## config.mk

```make
export PLATFORM = sky130hd
export DESIGN_NAME = uart_tx_mmio
export DESIGN_NICKNAME = d
export VERILOG_FILES = /design/src/rtl/uart_tx_mmio.sv
export SDC_FILE = /design/constraint.sdc
export NUM_CORES = 1
export LEC_CHECK = 0
export CAP_MARGIN = 20
export CORE_ASPECT_RATIO = 1.5
export CORE_MARGIN = 10
export CORE_UTILIZATION = 40
export DETAILED_ROUTE_END_ITERATION = 6
export MAX_ROUTING_LAYER = met4
export SLEW_MARGIN = 20
export SYNTH_ARGS = -nofsm -noshare
export SYNTH_HDL_FRONTEND = slang
export SYNTH_SLANG_ARGS = --single-unit
```

## constraint.sdc

```tcl
create_clock -name clk_i -period 11.2 [get_ports clk_i]
set_clock_uncertainty 0.05 [all_clocks]
set_input_delay 1.68 -clock clk_i [delete_from_list [all_inputs] [get_ports clk_i]]
set_output_delay 1.68 -clock clk_i [all_outputs]
set_load 0.05 [all_outputs]
```

## src/rtl/uart_tx_mmio.sv

```systemverilog
// rtl/uart_tx_mmio.sv - memory-mapped 8N1 UART transmitter with TX FIFO
//
// Register window (word offsets from BASE_ADDR, address bits [1:0] ignored):
//   +0 DATA   : write pushes wdata[7:0] into the TX FIFO, reads as 0
//   +4 STATUS : [0] full, [1] empty, [2] frame in progress, [3] sticky overflow
//               (write 1 to clear), [11:8] FIFO level
//   +8 DIV    : [15:0] clocks per bit, a written 0 is stored as 1
// Reads are purely combinational so the core sees zero-wait-state loads.

module uart_tx_mmio #(
  parameter int unsigned           DATA_WIDTH = 32,
  parameter logic [DATA_WIDTH-1:0] BASE_ADDR  = 'h0000_1000,
  parameter int unsigned           CLK_DIV    = 434,
  parameter int unsigned           FIFO_DEPTH = 8
) (
  input  logic                  clk_i,
  input  logic                  reset_i,
  input  logic [DATA_WIDTH-1:0] bus_addr_i,
  input  logic [DATA_WIDTH-1:0] bus_wdata_i,
  input  logic                  bus_wr_en_i,
  input  logic                  bus_rd_en_i,
  output logic                  bus_sel_o,
  output logic [DATA_WIDTH-1:0] bus_rdata_o,
  output logic                  tx_o,
  output logic                  busy_o
);

  localparam int unsigned PW = (FIFO_DEPTH > 1) ? $clog2(FIFO_DEPTH) : 1;
  localparam int unsigned LW = PW + 1;

  typedef enum logic [1:0] {
    ST_IDLE  = 2'd0,
    ST_START = 2'd1,
    ST_DATA  = 2'd2,
    ST_STOP  = 2'd3
  } state_t;

  // ---------------------------------------------------------------------------
  // Address decode
  // ---------------------------------------------------------------------------
  logic [DATA_WIDTH-1:0] addr_off;
  logic [1:0]            reg_idx;
  logic                  wr_data;
  logic                  wr_status;
  logic                  wr_div;
  logic                  unused_bits;

  // Subtracting the base makes addresses below the window wrap to a huge
  // offset, so one upper-bits-zero test covers both ends of the window.
  assign addr_off  = bus_addr_i - BASE_ADDR;
  assign reg_idx   = addr_off[3:2];
  assign bus_sel_o = (addr_off[DATA_WIDTH-1:4] == '0) && (reg_idx != 2'd3);

  assign wr_data   = bus_sel_o && bus_wr_en_i && (reg_idx == 2'd0);
  assign wr_status = bus_sel_o && bus_wr_en_i && (reg_idx == 2'd1);
  assign wr_div    = bus_sel_o && bus_wr_en_i && (reg_idx == 2'd2);

  assign unused_bits = ^{addr_off[1:0], bus_wdata_i[DATA_WIDTH-1:16]};

  // ---------------------------------------------------------------------------
  // TX FIFO
  // ---------------------------------------------------------------------------
  logic [7:0]    fifo_mem [FIFO_DEPTH];
  logic [PW-1:0] wr_ptr;
  logic [PW-1:0] rd_ptr;
  logic [LW-1:0] level;
  logic          fifo_full;
  logic          fifo_empty;
  logic          push_acc;
  logic          fifo_pop;

  assign fifo_full  = (level == LW'(FIFO_DEPTH));
  assign fifo_empty = (level == '0);
  // Fullness is judged before the edge: a pop on the same edge does not
  // make room for the incoming byte.
  assign push_acc   = wr_data && !fifo_full;

  // FIFO storage; contents need no reset because the level gates every read
  always_ff @(posedge clk_i) begin
    if (push_acc) begin
      fifo_mem[wr_ptr] <= bus_wdata_i[7:0];
    end
  end

  // FIFO pointers and level; pointers wrap naturally at the power-of-two depth
  always_ff @(posedge clk_i or negedge reset_i) begin
    if (!reset_i) begin
      wr_ptr <= '0;
      rd_ptr <= '0;
      level  <= '0;
    end else begin
      if (push_acc) begin
        wr_ptr <= wr_ptr + 1'b1;
      end
      if (fifo_pop) begin
        rd_ptr <= rd_ptr + 1'b1;
      end
      case ({push_acc, fifo_pop})
        2'b10:   level <= level + 1'b1;
        2'b01:   level <= level - 1'b1;
        default: level <= level;
      endcase
    end
  end

  // ---------------------------------------------------------------------------
  // Control registers
  // ---------------------------------------------------------------------------
  logic        overflow;
  logic [15:0] div_q;

  // Sticky overflow flag and the clocks-per-bit divider
  always_ff @(posedge clk_i or negedge reset_i) begin
    if (!reset_i) begin
      overflow <= 1'b0;
      div_q    <= 16'(CLK_DIV);
    end else begin
      if (wr_data && fifo_full) begin
        overflow <= 1'b1;
      end else if (wr_status && bus_wdata_i[3]) begin
        overflow <= 1'b0;
      end
      if (wr_div) begin
        div_q <= (bus_wdata_i[15:0] == 16'd0) ? 16'd1 : bus_wdata_i[15:0];
      end
    end
  end

  // ---------------------------------------------------------------------------
  // Serialiser FSM
  // ---------------------------------------------------------------------------
  state_t      state_q;
  state_t      state_d;
  logic [15:0] bit_cnt;
  logic [15:0] frame_div;
  logic [2:0]  bit_idx;
  logic [7:0]  shift_q;
  logic        cnt_zero;
  logic        fsm_active;

  assign cnt_zero = (bit_cnt == 16'd0);

  // State register
  always_ff @(posedge clk_i or negedge reset_i) begin
    if (!reset_i) begin
      state_q <= ST_IDLE;
    end else begin
      state_q <= state_d;
    end
  end

  // Next-state logic; also decides when a byte leaves the FIFO
  always_comb begin
    state_d  = state_q;
    fifo_pop = 1'b0;
    case (state_q)
      ST_IDLE: begin
        if (!fifo_empty) begin
          fifo_pop = 1'b1;
          state_d  = ST_START;
        end
      end
      ST_START: begin
        if (cnt_zero) begin
          state_d = ST_DATA;
        end
      end
      ST_DATA: begin
        if (cnt_zero && (bit_idx == 3'd7)) begin
          state_d = ST_STOP;
        end
      end
      ST_STOP: begin
        if (cnt_zero) begin
          if (!fifo_empty) begin
            fifo_pop = 1'b1;
            state_d  = ST_START;
          end else begin
            state_d  = ST_IDLE;
          end
        end
      end
      default: state_d = ST_IDLE;
    endcase
  end

  // Output decode: line level and frame-in-progress flag
  always_comb begin
    tx_o       = 1'b1;
    fsm_active = 1'b1;
    case (state_q)
      ST_IDLE:  fsm_active = 1'b0;
      ST_START: tx_o       = 1'b0;
      ST_DATA:  tx_o       = shift_q[0];
      default:  tx_o       = 1'b1;
    endcase
  end

  assign busy_o = fsm_active || !fifo_empty;

  // Frame datapath: a pop latches the byte and the divider for the whole
  // frame, so DIV writes mid-frame only affect the next frame.
  always_ff @(posedge clk_i or negedge reset_i) begin
    if (!reset_i) begin
      bit_cnt   <= 16'd0;
      frame_div <= 16'd1;
      bit_idx   <= 3'd0;
      shift_q   <= 8'd0;
    end else if (fifo_pop) begin
      shift_q   <= fifo_mem[rd_ptr];
      frame_div <= div_q;
      bit_cnt   <= div_q - 16'd1;
    end else if (state_q != ST_IDLE) begin
      if (!cnt_zero) begin
        bit_cnt <= bit_cnt - 16'd1;
      end else begin
        bit_cnt <= frame_div - 16'd1;
        if (state_q == ST_START) begin
          bit_idx <= 3'd0;
        end
        if (state_q == ST_DATA) begin
          bit_idx <= bit_idx + 3'd1;
          shift_q <= {1'b0, shift_q[7:1]};
        end
      end
    end
  end

  // ---------------------------------------------------------------------------
  // Read mux
  // ---------------------------------------------------------------------------

  // Zero-wait-state load data; DATA and unselected accesses read as 0
  always_comb begin
    bus_rdata_o = '0;
    if (bus_sel_o && bus_rd_en_i) begin
      case (reg_idx)
        2'd1: begin
          bus_rdata_o[0]    = fifo_full;
          bus_rdata_o[1]    = fifo_empty;
          bus_rdata_o[2]    = fsm_active;
          bus_rdata_o[3]    = overflow;
          bus_rdata_o[11:8] = 4'(level);
        end
        2'd2:    bus_rdata_o[15:0] = div_q;
        default: bus_rdata_o = '0;
      endcase
    end
  end

endmodule
```

==> flow_summary.toml <==
[pwr]
p_int_mw = 0.862
switching_share_pct = 23.7
finalPower_mw = 1.13
p_leak_nw = 3.38
powerDensity_nw_per_um2 = 135
comb_power_share_pct = 4.9
power_frac_seq_pct = 46.6
ir_drop_v = 0.0000967
p_clk_share_pct = 48.5
p_sw_mw = 0.268

[sta]
worst_slew_margin_rel_pct = 47.1
worst_slew_pin_slew_ns = 0.794
slew_viol_final = 0
finalCritPeriodShare_pct = 60.2
fmax_mhz = 148
fin_crit_ns = 6.74
rsz0062_at_grt = "false"
hold_viol_final = 0
setup_viol = 0
finalSetupTns_ns = 0
hold_ws_ns = 0.416

[floorplan]
fp.dieArea_um2 = 23100
ios = 103
rows = 58
core_um2 = 16900
die_w_um = 128
die_h_um = 181
start_util_pct = 41.1

[clock_tree]
clk_latency_ns = 0.42
cts-htree-levels = 4
clock_sink_count = 136
cts.clk_slew.worst_paths_ns = 0.06
post-cts-setup-buffer-count = 0
cts_tree = "built"
ctsHoldBuffers = 0
cts_resized = 0
numCtsBuffers = 17
cts_root_buf = "clkbuf_16"
clock_path_buffers = 2

[setup_path]
r2r-start = "state_q[0]"
reg2reg_depth = 13
worstSetupEndpointType = "output port"
crit_fanout = 8
startpoint_type = "primary input"
r2r_slack_ns = 7.32
required_ns = 9.47
r2r-end = "bit_cnt[12]"
critPathArrivalTime_ns = 5.01
critical_path_class = "primary input to output port"
cp-startpoint = "bus_addr_i[19]"

[grt]
grt_pass1_vias = 5138
globalRouteMet2Util_pct = 27.7
grt-ovfl-total = 0
grtUsageTotal_pct = 15.2
grtUsageMet1_pct = 16.0
antenna_found_initial = 0
grt_max_degree = 50
globalRoute.busiestLayer = "met2"
grt_pass1_wl_um = 27400
met3_usage_pct = 3.08

[routing]
wl_per_cell_um = 18.5
antenna_left = 0
drc_errors = 0
drt_iter0_markers = 343
num_vias = 4900
drt-pass1-iter-count = 4
via_per_inst = 5.42
routed_wl_um = 16700

[synthesis]
netlist_instances = 612
synth.top_cell.area_share_pct = 27.7
async_reset_ff_share_pct = 52.9
yosys-top-cells-count = "nand2_1 (91), dfrtp_1 (66), edfxtp_1 (64)"
synth_area_leaders = "edfxtp_1 (28%), dfrtp_1 (24%), mux4_2 (5.2%)"
synthesis.area_um2 = 6940
yosysMostFrequentCell = "nand2_1"
ys_ff_latch = 136
seq_area_frac_synth_pct = 53.7
synth-edff-count = 64
yosysWarnings = 0
ys.flop_type = "dfrtp_1"
synth_top_area_cell = "edfxtp_1"
synth_cell_types = 62
syn_area_per_cell_um2 = 11.3

[worst_hold_path]
hold_path_class = "flop to flop"
hold_depth = 2
min_from = "frame_div[7]"
holdPathEnd = "frame_div[7]"

[place]
post-dp-hpwl_um = 12400
portBuffers = 68
gp_congestion = 0.875

[job]
drv_cap = 0

[cells_and_area]
area_growth_pct = 20.4
drive_gt1_share_pct = 13.4
n_antenna_cell = 0
nets = 767
nFillCells = 1533

[status]
outcome = "complete, no violations"
[how the worst max path moves through the flow]
stage / endpoint / slack [ns] / cells past startpoint
2_1_floorplan: bus_rdata_o[0] / 5.01 / 6
3_5_place_dp: bus_rdata_o[12] / 4.46 / 8
3_3_place_gp: bus_rdata_o[12] / 4.48 / 8
5_1_grt: bus_rdata_o[12] / 4.31 / 8
6_report: bus_rdata_o[12] / 4.46 / 8
4_1_cts: bus_rdata_o[12] / 4.43 / 8
[registers in the layout (all words and copies together), names as in the netlist]
signal     count
div_q         16
level          4
overflow       1
wr_ptr         3
frame_div     16
state_q        2
bit_cnt       16
fifo_mem      64
rd_ptr         3
bit_idx        3
shift_q        8
[final cells by class]
| class | instances | area (um2) | area share, % |
|---|---|---|---|
| Sequential cell | 136 | 3730 | 44.6 |
| Timing Repair Buffer | 77 | 751 | 8.98 |
| Multi-Input combinational cell | 434 | 2980 | 35.6 |
| Clock buffer | 18 | 429 | 5.14 |
| Clock inverter | 14 | 151 | 1.81 |
| Inverter | 15 | 56.3 | 0.674 |
| Tap cell | 210 | 263 | 3.14 |
[logic make-up (layout without fill, tap and decap cells)]
logic type               count (synthesis)  count (layout)  share of synthesized area (%)
AO/OA/AOI/OAI                          119             119                           11.7
XOR/XNOR                                15              15                           1.89
adder cells (fa/ha/maj)                 18              18                           3.35
buffers and inverters                   57             124                           4.22
flip-flops                             136             136                           53.7
multiplexers                            44              44                           9.59
other                                    1              16                         0.0540
AND/OR/NAND/NOR                        222             222                           15.4
[cells in the final DEF (no fill, tap or decap), types with 5 or more instances in the layout]
cell / instances
a211o_1: 5
a211oi_1: 10
a21oi_1: 27
a22oi_1: 9
and2_1: 12
and3_1: 5
buf_4: 8
clkbuf_16: 17
clkdlybuf4s50_1: 67
conb_1: 16
dfrtp_1: 66
dfstp_2: 6
edfxtp_1: 64
ha_1: 17
inv_1: 13
inv_6: 7
mux2_2: 17
mux2i_1: 10
mux4_2: 16
nand2_1: 91
nand2b_1: 5
nand3_1: 11
nand4_1: 6
nor2_1: 34
nor2b_1: 9
nor3_1: 20
nor4_1: 16
o21a_1: 9
o21ai_0: 30
o31ai_1: 5
xnor2_1: 11
[power groups by stage]
stage          Sequential [mW]  Combinational, mW  Clock, mW
2_1_floorplan            0.536             0.0277          0
3_3_place_gp             0.536             0.0547          0
3_5_place_dp             0.536             0.0560          0
4_1_cts                  0.527             0.0562      0.560
5_1_grt                  0.527             0.0607      0.579
6_report                 0.527             0.0556      0.547
[metal layers]
layer,wire [um],part of all wire [%]
met3,503,3.0
met1,6400,38
met5,0,0
met4,208,1.2
met2,9610,57
[per-stage QoR]
stage | instances | util (%) | area [um2] | worst slack [ns]
after floorplan | 627 | - | 7000 | 5.01
after global placement | 871 | 45.9 | 7760 | 4.48
after detailed placement | 871 | 45.9 | 7760 | 4.46
after CTS | 903 | 49.3 | 8340 | 4.43
after global routing | 904 | 49.4 | 8360 | 4.31
final | 904 | 49.4 | 8360 | 4.46
[critical path, stage by stage]
cell	delay, ns
clkdlybuf4s50_1	0.47
o21ai_0	0.17
or3b_2	0.46
a211o_1	0.35
a2111oi_4	0.44
and3_1	0.44
and2_1	0.19
clkdlybuf4s50_1	0.81
Note: power is estimated with default switching activity, not from simulation.
